==> src/rtl/exc_pipe_reg_pkg.sv <==
// Shared ExcCode constants and E/M exception FSM encodings.
// Imported by the E/M exception register and its priority encoder.
package exc_pipe_reg_pkg;

  localparam int unsigned ExcCodeW = 5;

  localparam logic [ExcCodeW-1:0] ExcInt  = 5'd0;
  localparam logic [ExcCodeW-1:0] ExcAdel = 5'd4;
  localparam logic [ExcCodeW-1:0] ExcAdes = 5'd5;
  localparam logic [ExcCodeW-1:0] ExcRi   = 5'd10;
  localparam logic [ExcCodeW-1:0] ExcOv   = 5'd12;
  localparam logic [ExcCodeW-1:0] ExcNone = 5'h1f;

  typedef enum logic [1:0] {
    StIdle  = 2'd0,
    StReq   = 2'd1,
    StFlush = 2'd2
  } exc_state_e;

  // Index width for an n-way encoder; never zero so a 1-source build still has a bit.
  function automatic int unsigned idx_w(input int unsigned n);
    return (n > 1) ? $clog2(n) : 1;
  endfunction

endpackage

==> src/rtl/exc_pipe_reg_if.sv <==
// Pipeline/CP0 side signals of the E/M exception register.
// slave is the register itself, master is whoever drives the E stage and CP0.
interface exc_pipe_reg_if #(
  parameter int unsigned NUM_SRC = 3,
  parameter int unsigned CODE_W  = 5,
  parameter int unsigned ADDR_W  = 32
);

  logic               stall_i;
  logic               flush_i;
  logic               valid_i;
  logic [CODE_W-1:0]  exc_code_i;
  logic [ADDR_W-1:0]  pc_i;
  logic               bd_i;
  logic [ADDR_W-1:0]  addr_i;
  logic [NUM_SRC-1:0] src_req_i;
  logic               exc_ack_i;

  logic               valid_o;
  logic [CODE_W-1:0]  exc_code_o;
  logic               exc_req_o;
  logic [ADDR_W-1:0]  epc_o;
  logic               bd_o;
  logic [ADDR_W-1:0]  badvaddr_o;
  logic [CODE_W-1:0]  cause_o;
  logic               flush_req_o;
  logic               busy_o;

  modport slave (
    input  stall_i, flush_i, valid_i, exc_code_i, pc_i, bd_i, addr_i, src_req_i, exc_ack_i,
    output valid_o, exc_code_o, exc_req_o, epc_o, bd_o, badvaddr_o, cause_o, flush_req_o,
           busy_o
  );

  modport master (
    output stall_i, flush_i, valid_i, exc_code_i, pc_i, bd_i, addr_i, src_req_i, exc_ack_i,
    input  valid_o, exc_code_o, exc_req_o, epc_o, bd_o, badvaddr_o, cause_o, flush_req_o,
           busy_o
  );

endinterface

==> src/rtl/exc_prio_enc.sv <==
// Fixed-priority encoder: lowest set request index wins.
module exc_prio_enc
  import exc_pipe_reg_pkg::*;
#(
  parameter int unsigned NumSrc = 3,
  parameter int unsigned IdxW   = idx_w(NumSrc)
) (
  input  logic [NumSrc-1:0] req_i,
  output logic [IdxW-1:0]   idx_o,
  output logic              hit_o
);

  // Scan from the top so the lowest index is the last to assign.
  always_comb begin
    idx_o = '0;
    hit_o = 1'b0;
    for (int i = NumSrc - 1; i >= 0; i--) begin
      if (req_i[i]) begin
        idx_o = IdxW'(i);
        hit_o = 1'b1;
      end
    end
  end

endmodule

==> src/rtl/exc_pipe_reg.sv <==
// E->M exception pipeline register: merges carried and execute-stage exception codes,
// registers them across E/M, and hands the oldest one to CP0 with a one-cycle flush.
module exc_pipe_reg
  import exc_pipe_reg_pkg::*;
#(
  parameter int unsigned                  NUM_SRC   = 3,
  parameter int unsigned                  CODE_W    = 5,
  parameter int unsigned                  ADDR_W    = 32,
  parameter logic [CODE_W-1:0]            EXC_NONE  = ExcNone,
  parameter logic [NUM_SRC*CODE_W-1:0]    SRC_CODES = {ExcOv, ExcAdes, ExcAdel}
) (
  input logic          clk,
  input logic          reset_n,
  exc_pipe_reg_if.slave bus
);

  localparam int unsigned IdxW = idx_w(NUM_SRC);

  logic [IdxW-1:0]   win_idx;
  logic              det_hit;
  logic              carried_hit;
  logic [CODE_W-1:0] det_code;
  logic [CODE_W-1:0] e_code;
  logic [ADDR_W-1:0] e_badaddr;
  logic [ADDR_W-1:0] e_epc;

  exc_prio_enc #(
    .NumSrc (NUM_SRC),
    .IdxW   (IdxW)
  ) u_prio (
    .req_i (bus.src_req_i),
    .idx_o (win_idx),
    .hit_o (det_hit)
  );

  assign carried_hit = (bus.exc_code_i != EXC_NONE);

  always_comb begin
    det_code = EXC_NONE;
    for (int i = 0; i < NUM_SRC; i++) begin
      if (IdxW'(i) == win_idx) begin
        det_code = SRC_CODES[i*CODE_W +: CODE_W];
      end
    end
  end

  always_comb begin
    e_code    = EXC_NONE;
    e_badaddr = '0;
    if (carried_hit) begin
      e_code = bus.exc_code_i;
      // A carried AdEL can only come from instruction fetch, so the bad address is the PC.
      if (bus.exc_code_i == SRC_CODES[0 +: CODE_W]) begin
        e_badaddr = bus.pc_i;
      end
    end else if (det_hit) begin
      e_code    = det_code;
      e_badaddr = bus.addr_i;
    end
    if (!bus.valid_i) begin
      e_code = EXC_NONE;
    end
  end

  assign e_epc = bus.bd_i ? (bus.pc_i - ADDR_W'(4)) : bus.pc_i;

  // E/M register
  exc_state_e        state_q;
  logic              m_valid_q, m_valid_d;
  logic [CODE_W-1:0] m_code_q, m_code_d;
  logic [ADDR_W-1:0] m_epc_q, m_epc_d;
  logic              m_bd_q, m_bd_d;
  logic [ADDR_W-1:0] m_badaddr_q, m_badaddr_d;
  logic              bubble;

  assign bubble = (state_q != StIdle) || bus.flush_i;

  always_comb begin
    m_valid_d   = m_valid_q;
    m_code_d    = m_code_q;
    m_epc_d     = m_epc_q;
    m_bd_d      = m_bd_q;
    m_badaddr_d = m_badaddr_q;
    if (bubble) begin
      m_valid_d = 1'b0;
      m_code_d  = EXC_NONE;
    end else if (!bus.stall_i) begin
      m_valid_d   = bus.valid_i;
      m_code_d    = e_code;
      m_epc_d     = e_epc;
      m_bd_d      = bus.bd_i;
      m_badaddr_d = e_badaddr;
    end
  end

  always_ff @(posedge clk or negedge reset_n) begin
    if (!reset_n) begin
      m_valid_q   <= 1'b0;
      m_code_q    <= EXC_NONE;
      m_epc_q     <= '0;
      m_bd_q      <= 1'b0;
      m_badaddr_q <= '0;
    end else begin
      m_valid_q   <= m_valid_d;
      m_code_q    <= m_code_d;
      m_epc_q     <= m_epc_d;
      m_bd_q      <= m_bd_d;
      m_badaddr_q <= m_badaddr_d;
    end
  end

  // CP0 request FSM with registered outputs
  logic              exc_req_q;
  logic              flush_req_q;
  logic              busy_q;
  logic [ADDR_W-1:0] cap_epc_q;
  logic              cap_bd_q;
  logic [ADDR_W-1:0] cap_badaddr_q;
  logic [CODE_W-1:0] cap_cause_q;
  logic              capture;

  // Capture sees the pre-edge M contents, so a same-edge flush_i cannot hide it.
  assign capture = m_valid_q && (m_code_q != EXC_NONE) && !bus.stall_i;

  always_ff @(posedge clk or negedge reset_n) begin
    if (!reset_n) begin
      state_q       <= StIdle;
      exc_req_q     <= 1'b0;
      flush_req_q   <= 1'b0;
      busy_q        <= 1'b0;
      cap_epc_q     <= '0;
      cap_bd_q      <= 1'b0;
      cap_badaddr_q <= '0;
      cap_cause_q   <= EXC_NONE;
    end else begin
      case (state_q)
        StIdle: begin
          if (capture) begin
            state_q       <= StReq;
            exc_req_q     <= 1'b1;
            busy_q        <= 1'b1;
            cap_epc_q     <= m_epc_q;
            cap_bd_q      <= m_bd_q;
            cap_badaddr_q <= m_badaddr_q;
            cap_cause_q   <= m_code_q;
          end
        end
        StReq: begin
          if (bus.exc_ack_i) begin
            state_q     <= StFlush;
            exc_req_q   <= 1'b0;
            flush_req_q <= 1'b1;
          end
        end
        StFlush: begin
          state_q     <= StIdle;
          flush_req_q <= 1'b0;
          busy_q      <= 1'b0;
        end
        default: begin
          state_q     <= StIdle;
          exc_req_q   <= 1'b0;
          flush_req_q <= 1'b0;
          busy_q      <= 1'b0;
        end
      endcase
    end
  end

  assign bus.valid_o     = m_valid_q;
  assign bus.exc_code_o  = m_code_q;
  assign bus.exc_req_o   = exc_req_q;
  assign bus.epc_o       = cap_epc_q;
  assign bus.bd_o        = cap_bd_q;
  assign bus.badvaddr_o  = cap_badaddr_q;
  assign bus.cause_o     = cap_cause_q;
  assign bus.flush_req_o = flush_req_q;
  assign bus.busy_o      = busy_q;

endmodule

==> src/flat_wrapper.sv <==
// flat-port wrapper written by rule: the top's interface ports become plain ports
module exc_pipe_reg_flat import exc_pipe_reg_pkg::*;
#(
  parameter int unsigned                  NUM_SRC   = 3,
  parameter int unsigned                  CODE_W    = 5,
  parameter int unsigned                  ADDR_W    = 32,
  parameter logic [CODE_W-1:0]            EXC_NONE  = ExcNone,
  parameter logic [NUM_SRC*CODE_W-1:0]    SRC_CODES = {ExcOv, ExcAdes, ExcAdel}
)
  (clk, reset_n, bus_stall_i, bus_flush_i, bus_valid_i, bus_exc_code_i, bus_pc_i, bus_bd_i, bus_addr_i, bus_src_req_i, bus_exc_ack_i, bus_valid_o, bus_exc_code_o, bus_exc_req_o, bus_epc_o, bus_bd_o, bus_badvaddr_o, bus_cause_o, bus_flush_req_o, bus_busy_o);
  exc_pipe_reg_if #(.NUM_SRC(NUM_SRC), .CODE_W(CODE_W), .ADDR_W(ADDR_W)) bus_i ();
  input logic clk;
  input logic reset_n;
  input wire logic [$bits(bus_i.stall_i)-1:0] bus_stall_i;
  input wire logic [$bits(bus_i.flush_i)-1:0] bus_flush_i;
  input wire logic [$bits(bus_i.valid_i)-1:0] bus_valid_i;
  input wire logic [$bits(bus_i.exc_code_i)-1:0] bus_exc_code_i;
  input wire logic [$bits(bus_i.pc_i)-1:0] bus_pc_i;
  input wire logic [$bits(bus_i.bd_i)-1:0] bus_bd_i;
  input wire logic [$bits(bus_i.addr_i)-1:0] bus_addr_i;
  input wire logic [$bits(bus_i.src_req_i)-1:0] bus_src_req_i;
  input wire logic [$bits(bus_i.exc_ack_i)-1:0] bus_exc_ack_i;
  output wire logic [$bits(bus_i.valid_o)-1:0] bus_valid_o;
  output wire logic [$bits(bus_i.exc_code_o)-1:0] bus_exc_code_o;
  output wire logic [$bits(bus_i.exc_req_o)-1:0] bus_exc_req_o;
  output wire logic [$bits(bus_i.epc_o)-1:0] bus_epc_o;
  output wire logic [$bits(bus_i.bd_o)-1:0] bus_bd_o;
  output wire logic [$bits(bus_i.badvaddr_o)-1:0] bus_badvaddr_o;
  output wire logic [$bits(bus_i.cause_o)-1:0] bus_cause_o;
  output wire logic [$bits(bus_i.flush_req_o)-1:0] bus_flush_req_o;
  output wire logic [$bits(bus_i.busy_o)-1:0] bus_busy_o;
  assign bus_i.stall_i = bus_stall_i;
  assign bus_i.flush_i = bus_flush_i;
  assign bus_i.valid_i = bus_valid_i;
  assign bus_i.exc_code_i = bus_exc_code_i;
  assign bus_i.pc_i = bus_pc_i;
  assign bus_i.bd_i = bus_bd_i;
  assign bus_i.addr_i = bus_addr_i;
  assign bus_i.src_req_i = bus_src_req_i;
  assign bus_i.exc_ack_i = bus_exc_ack_i;
  assign bus_valid_o = bus_i.valid_o;
  assign bus_exc_code_o = bus_i.exc_code_o;
  assign bus_exc_req_o = bus_i.exc_req_o;
  assign bus_epc_o = bus_i.epc_o;
  assign bus_bd_o = bus_i.bd_o;
  assign bus_badvaddr_o = bus_i.badvaddr_o;
  assign bus_cause_o = bus_i.cause_o;
  assign bus_flush_req_o = bus_i.flush_req_o;
  assign bus_busy_o = bus_i.busy_o;
  exc_pipe_reg #(.NUM_SRC(NUM_SRC), .CODE_W(CODE_W), .ADDR_W(ADDR_W), .EXC_NONE(EXC_NONE), .SRC_CODES(SRC_CODES)) u_core (.clk(clk), .reset_n(reset_n), .bus(bus_i));
endmodule
==> config.mk <==
export PLATFORM = sky130hd
export DESIGN_NAME = exc_pipe_reg_flat
export DESIGN_NICKNAME = d
export VERILOG_FILES = /design/src/rtl/exc_pipe_reg_pkg.sv /design/src/rtl/exc_pipe_reg_if.sv /design/src/rtl/exc_prio_enc.sv /design/src/rtl/exc_pipe_reg.sv /design/src/flat_wrapper.sv
export SDC_FILE = /design/constraint.sdc
export NUM_CORES = 1
export LEC_CHECK = 0
export ABC_AREA = 0
export CORE_MARGIN = 5
export CORE_UTILIZATION = 40
export CTS_CLUSTER_SIZE = 8
export DETAILED_ROUTE_END_ITERATION = 12
export GPL_TIMING_DRIVEN = 0
export HOLD_SLACK_MARGIN = 0.03
export PLACE_DENSITY = 0.67
export SLEW_MARGIN = 20
export SYNTH_ARGS = -nofsm -noshare
export SYNTH_HDL_FRONTEND = slang
export SYNTH_SLANG_ARGS = --single-unit
==> constraint.sdc <==
create_clock -name clk -period 2.8 [get_ports clk]
set_input_delay 0.56 -clock clk [delete_from_list [all_inputs] [get_ports clk]]
set_output_delay 0.56 -clock clk [all_outputs]
set_load 0.05 [all_outputs]
# [Word level (Yosys, flattened, before mapping)]
# Cells that the tools add are included.
[word_totals] reg_bits=146 word_cells=71 input_bits=79 output_inout_bits=79
[op_classes] addsub=1 reduce_logical=13 n_bitwise=5 mux=29 eq_ne=10
[op_table] op="$mux W32" n=4
[op_table] op="$mux W5" n=8
[op_table] op="$sub A32 B3 Y32 const B" n=1
[op_table] op="$mux W2" n=5
[op_table] op="$ne A5 B5 Y1 const B" n=2
[op_table] op="$reduce_and A2 Y1" n=5
[op_table] op="$mux W1" n=8
[op_table] op="$eq A5 B3 Y1 const B" n=1
[op_table] op="$not A1 Y1" n=5
[op_table] op="$logic_not A2 Y1" n=2
[op_table] op="$ne A2 B1 Y1 const B" n=2
[op_table] op="$pmux W1 S2" n=2
[op_table] op="$pmux W2 S2" n=1
[op_table] op="$pmux W1 S3" n=1
[op_table] op="$reduce_and A3 Y1" n=1
[op_table] op="$eq A1 B2 Y1 const A" n=1
[op_table] op="$eq A2 B1 Y1 const B" n=1
[op_table] op="$eq A2 B2 Y1 const A" n=1
[op_table] op="$eq A2 B2 Y1 const B" n=1
[op_table] op="$logic_and A1 B1 Y1" n=2
[op_table] op="$ne A2 B2 Y1 const B" n=1
[op_table] op="$reduce_bool A2 Y1" n=1
[op_table] op="$logic_not A1 Y1" n=1
[op_table] op="$logic_or A1 B1 Y1" n=1

# [Logic depth before layout (Yosys ltp)]
# Gate-level depths: netlist of run 1.
[depth] word_depth=12 mapped_depth=8 depth_no_buf=7

# [Modules after synthesis]
# A second synthesis of run 1 with hierarchy kept.
[hier_totals] hier_cells=525 area_unflattened_um2=6309.8
[modules_own_cells] mod="exc_pipe_reg" seq_area_each_um2=3666.0 n_inst=1 area_each_um2=6289.8 cells_per_inst=522
[modules_own_cells] mod="exc_prio_enc" seq_area_each_um2=0.0 n_inst=1 area_each_um2=20.0 cells_per_inst=3

# [Least setup slack after synthesis of run 1]
# No wires, ideal clock.
[synth_path] path_type="register to register" start="register u_core.m_valid_q, in the netlist u_core.bus.valid_o" end="register u_core.cap_badaddr_q[0], in the netlist u_core.bus.badvaddr_o[0]" path_stages_with_launch=6 n_path_buf=1 setup_time_ps=125 setup_slack_ps=652 period_less_slack_ps=2148 arrival_time_ps=2024 t_required_ps=2675 cell_sequence="dfrtp_1 inv_1 or4_4 a31oi_4 buf_6 mux2_2"
[synth_between] elab_chain_cells=3
[synth_rtl] item="start: declaration" line="exc_pipe_reg.sv:69" source="logic m_valid_q, m_valid_d;"
[synth_rtl] item="start signal: assignment" line="exc_pipe_reg.sv:104" source="m_valid_q <= m_valid_d;"
[synth_rtl] item="$logic_and A1 B1 Y1 (2 in series)" line="exc_pipe_reg.sv:123" source="assign capture = m_valid_q && (m_code_q != EXC_NONE) && !bus.stall_i;"
[synth_rtl] item="$reduce_and A2 Y1 (no source line)"
[synth_rtl] item="end signal: assignment" line="exc_pipe_reg.sv:144" source="cap_badaddr_q <= m_badaddr_q;"
[synth_rtl] item="end: declaration" line="exc_pipe_reg.sv:118" source="logic [ADDR_W-1:0] cap_badaddr_q;"
# No other way between the ends.
# A chain may end at the register's enable or synchronous reset.

# [Final worst setup path of run 1]
[layout_path] start="input bus_pc_i[2]" end="register u_core.m_epc_q[20]"
[layout_between] elab_chain_cells=2
[layout_rtl] item="start: declaration" line="flat_wrapper.sv:18" source="input wire logic [$bits(bus_i.pc_i)-1:0] bus_pc_i;"
[layout_rtl] item="$sub A32 B3 Y32" line="exc_pipe_reg.sv:65" source="assign e_epc = bus.bd_i ? (bus.pc_i - ADDR_W'(4)) : bus.pc_i;"
[layout_rtl] item="$mux W32" line="exc_pipe_reg.sv:65"
[layout_rtl] item="end signal: assignment" line="exc_pipe_reg.sv:106" source="m_epc_q <= m_epc_d;"
[layout_rtl] item="end: declaration" line="exc_pipe_reg.sv:71" source="logic [ADDR_W-1:0] m_epc_q, m_epc_d;"
# No other way between the ends.

==> results.ini, run 1 <==
[floorplanning]
die_y_um=135
die-area_mm2=0.0183
initial_utilization_pct=41.0
coreArea_mm2=0.0153
pin_count=158
floorplan.die.width_um=135
num_rows=45

[clock_network]
setup_fix_buffers_added_after_clock_tree_synthesis=0
ctsHtreeMaxLevel=4
clock_sink_count=146
tritoncts=yes
worst_skew_late_latency_ns=0.42
cts.path.max_buffers=2
path_clk_slew_ns=0.06
numCtsBuffers=17
holdBufCountCts=0
ctsRootBufferMaster=sky130_fd_sc_hd__clkbuf_16
postCtsResizedCells=0

[yosys]
yosys.area.top_type_share_pct=54.3
synth_nets=615
synth_cell_type_count=48
postSynthRegisterBits=146
synth_cells=535
avgSynthCellArea_um2=11.7
cell_types_with_the_largest_area_share_after_synthesis=sky130_fd_sc_hd__dfrtp_1 54%, sky130_fd_sc_hd__mux2_2 11%, sky130_fd_sc_hd__nand2_1 6.8%, sky130_fd_sc_hd__dfstp_2 4.2%, sky130_fd_sc_hd__a22oi_1 3.8%
postSynth.asyncResetShare_pct=100
synth_seq_area_share_pct=58.5
post-synth-top-area-cell=sky130_fd_sc_hd__dfrtp_1
synth_enable_flop_cells=0
synth.yosys.warnings=0
synthFlopType=sky130_fd_sc_hd__dfrtp_1
syn_area_mm2=0.00626

[grt]
maximum_number_of_pins_on_one_net_before_global_route_repair=75
grt_pass1_vias=5115
grt_pass1_wl_um=26800
initial_antenna_violation_count=0
globalRouteOverflowTotal=0
global_route.usage.total_pct=18.7

[timing]
finalHoldViolCount=0
worst_slew_pin_slew_ns=0.767
timing.final.crit_period_ns=2.57
slew_headroom_pct=48.2
setup_viol=0
fin_crit_sh_pct=91.7
timing_max_transition_violations_final=0
finClkSkew_ns=0.00569
fmax_mhz=389
final.setup.worst_slack_ns=0.232
setup_tns_ns=0
rsz0062_at_grt=false

[finish]
nets_finish=792
post-route-util_pct=57.8
antennaDiodeCount=0
final_cell_mix=156 x sky130_fd_sc_hd__clkdlybuf4s50_1, 136 x sky130_fd_sc_hd__dfrtp_1, 113 x sky130_fd_sc_hd__nand2_1
drive_above_1_share_pct=18.3
layout.filler_cells=1297
mostFrequentLayoutCell=sky130_fd_sc_hd__clkdlybuf4s50_1
layout-area-overhead-vs-synth_pct=40.9

[routing]
drt-pass1-iter-count=4
first_iter_violations=215
wl_per_cell_um=17.8
via_count=4789
ant_nets=0
wl_um=16600
detail_route.drc_violations=0
vias_per_cell=5.12

[status]
result_of_the_run=completed

[critical_path]
setup.worst_path.start_class=primary input
capturing_element_type_of_the_critical_path=flop
criticalPathCategory=in -> reg
required_ns=3.07
arr_time_crit_path_ns=2.84
crit_path_max_fanout=8

[pwr]
p_total_mw=7.44
power_per_cell_area_mw_per_mm2=843
p_leak_nw=3.96
vdd_drop_max_uv=662

[job]
timing.max_cap.violations=0

[hold_path]
hold_path.class=in -> async

[placement]
place_congestion=0.799
numPortBuffers=157
hpwlAfterDp_um=12100
place_ws_ns=-0.175

==> per-stage QoR <==
step,std cells,hold slack [ns],area [µm²]
finish,936,0.0961,8820
global route,936,0.140,8820
CTS,936,0.120,8820
detailed placement,904,0.466,8140
global placement,903,0.457,8100
floorplan,535,0.264,6260
==> worst paths after layout <==
kind / start / to / slack, ns / cells past startpoint
worst max-delay path: bus_pc_i[2] / u_core.m_epc_q[20]$_DFFE_PN0P_ / 0.23 / 9
worst min-delay path: reset_n / u_core.m_epc_q[0]$_DFFE_PN0P_ / 0.1 / 1
worst max register to register: u_core.state_q[0]$_DFFE_PN0P_ / u_core.bus.badvaddr_o[13]$_DFFE_PN0P_ / 0.50 / 4
worst min register to register: u_core.m_epc_q[15]$_DFFE_PN0P_ / u_core.m_epc_q[15]$_DFFE_PN0P_ / 0.48 / 2
max in group asynchronous: reset_n / u_core.m_epc_q[16]$_DFFE_PN0P_ / 1.97 / 2
min in group clk: u_core.m_epc_q[15]$_DFFE_PN0P_ / u_core.m_epc_q[15]$_DFFE_PN0P_ / 0.48 / 2
==> worst max-delay path: stages <==
cell and delay (ns):
sky130_fd_sc_hd__clkdlybuf4s50_1 0.53, sky130_fd_sc_hd__inv_1 0.10, sky130_fd_sc_hd__ha_1 0.17, sky130_fd_sc_hd__nor4bb_1 0.63, sky130_fd_sc_hd__and4bb_1 0.30, sky130_fd_sc_hd__buf_4 0.18
sky130_fd_sc_hd__nand2_1 0.08, sky130_fd_sc_hd__xor2_1 0.18, sky130_fd_sc_hd__o21ai_0 0.11
==> cells by family after synthesis <==
| logic type | after synthesis | synth area share (%) |
|---|---|---|
| flip-flops | 146 | 58.5 |
| AND/OR/NAND/NOR | 175 | 13.4 |
| adder cells (fa/ha/maj) | 1 | 0.200 |
| multiplexers | 67 | 12.0 |
| XOR/XNOR | 28 | 3.92 |
| buffers and inverters | 36 | 3.24 |
| AO/OA/AOI/OAI | 82 | 8.67 |
==> synth_stat cells (3+ instances only) <==
cell type and count:
sky130_fd_sc_hd__dfstp_2 10, sky130_fd_sc_hd__nor3_1 6, sky130_fd_sc_hd__buf_2 9, sky130_fd_sc_hd__a31oi_1 3
sky130_fd_sc_hd__nor4_1 4, sky130_fd_sc_hd__dfrtp_1 136, sky130_fd_sc_hd__a21oi_1 3, sky130_fd_sc_hd__o21ai_0 23
sky130_fd_sc_hd__nor2_1 13, sky130_fd_sc_hd__or4_1 3, sky130_fd_sc_hd__xnor2_1 7, sky130_fd_sc_hd__a22oi_1 32
sky130_fd_sc_hd__o22a_1 5, sky130_fd_sc_hd__inv_1 7, sky130_fd_sc_hd__a21o_1 3, sky130_fd_sc_hd__o21ai_1 10
sky130_fd_sc_hd__mux2_2 60, sky130_fd_sc_hd__nand2_1 113, sky130_fd_sc_hd__nand4_1 5, sky130_fd_sc_hd__clkbuf_1 11
sky130_fd_sc_hd__nand3_1 6, sky130_fd_sc_hd__xor2_1 21, sky130_fd_sc_hd__buf_6 7, sky130_fd_sc_hd__mux2_1 7
==> power breakdown <==
group	switching [mW]	internal, mW
logic	1.36	0.793
registers	0.204	2.49
clock network	0.871	1.72
==> layer usage <==
metal | global-route usage [%] | routed length (µm) | vias to the layer above | share of wire [%]
li1 | - | - | 2222 | -
met1 | 24.2 | 7390 | 2405 | 44
met2 | 30.6 | 8080 | 138 | 49
met3 | 5.03 | 852 | 24 | 5.1
met4 | 6.27 | 304 | 0 | 1.8
met5 | 0 | 0 | - | 0
==> sequential cells by signal, indices dropped and copies added (netlist names) <==
signal,flops
u_core.bus.bd_o,1
u_core.m_bd_q,1
u_core.bus.badvaddr_o,32
u_core.m_badaddr_q,32
u_core.bus.exc_code_o,5
u_core.bus.epc_o,32
u_core.m_epc_q,32
u_core.bus.cause_o,5
u_core.bus.exc_req_o,1
u_core.bus.busy_o,1
u_core.bus.flush_req_o,1
u_core.bus.valid_o,1
u_core.state_q,2
==> layout make-up <==
class,count,area (µm²),area share (%)
sequential,146,3670,41.6
tap,211,264,2.99
multi-input combinational,353,2400,27.2
inverter,7,26.3,0.298
clock inverter,13,231,2.62
clock buffer,19,453,5.13
timing repair buffer,158,1600,18.2
buffer,29,176,2.00
Note: power is estimated with default switching activity, not from simulation.
==> inputs of run 2 (changes only) <==
--- a/config.mk
+++ b/config.mk
@@ -6,6 +6,7 @@
 export NUM_CORES = 1
 export LEC_CHECK = 0
 export ABC_AREA = 0
+export CAP_MARGIN = 20
 export CORE_MARGIN = 5
 export CORE_UTILIZATION = 40
 export CTS_CLUSTER_SIZE = 8
==> results of run 2 <==
Final layout, timing and power as in run 1 (identical DEF).
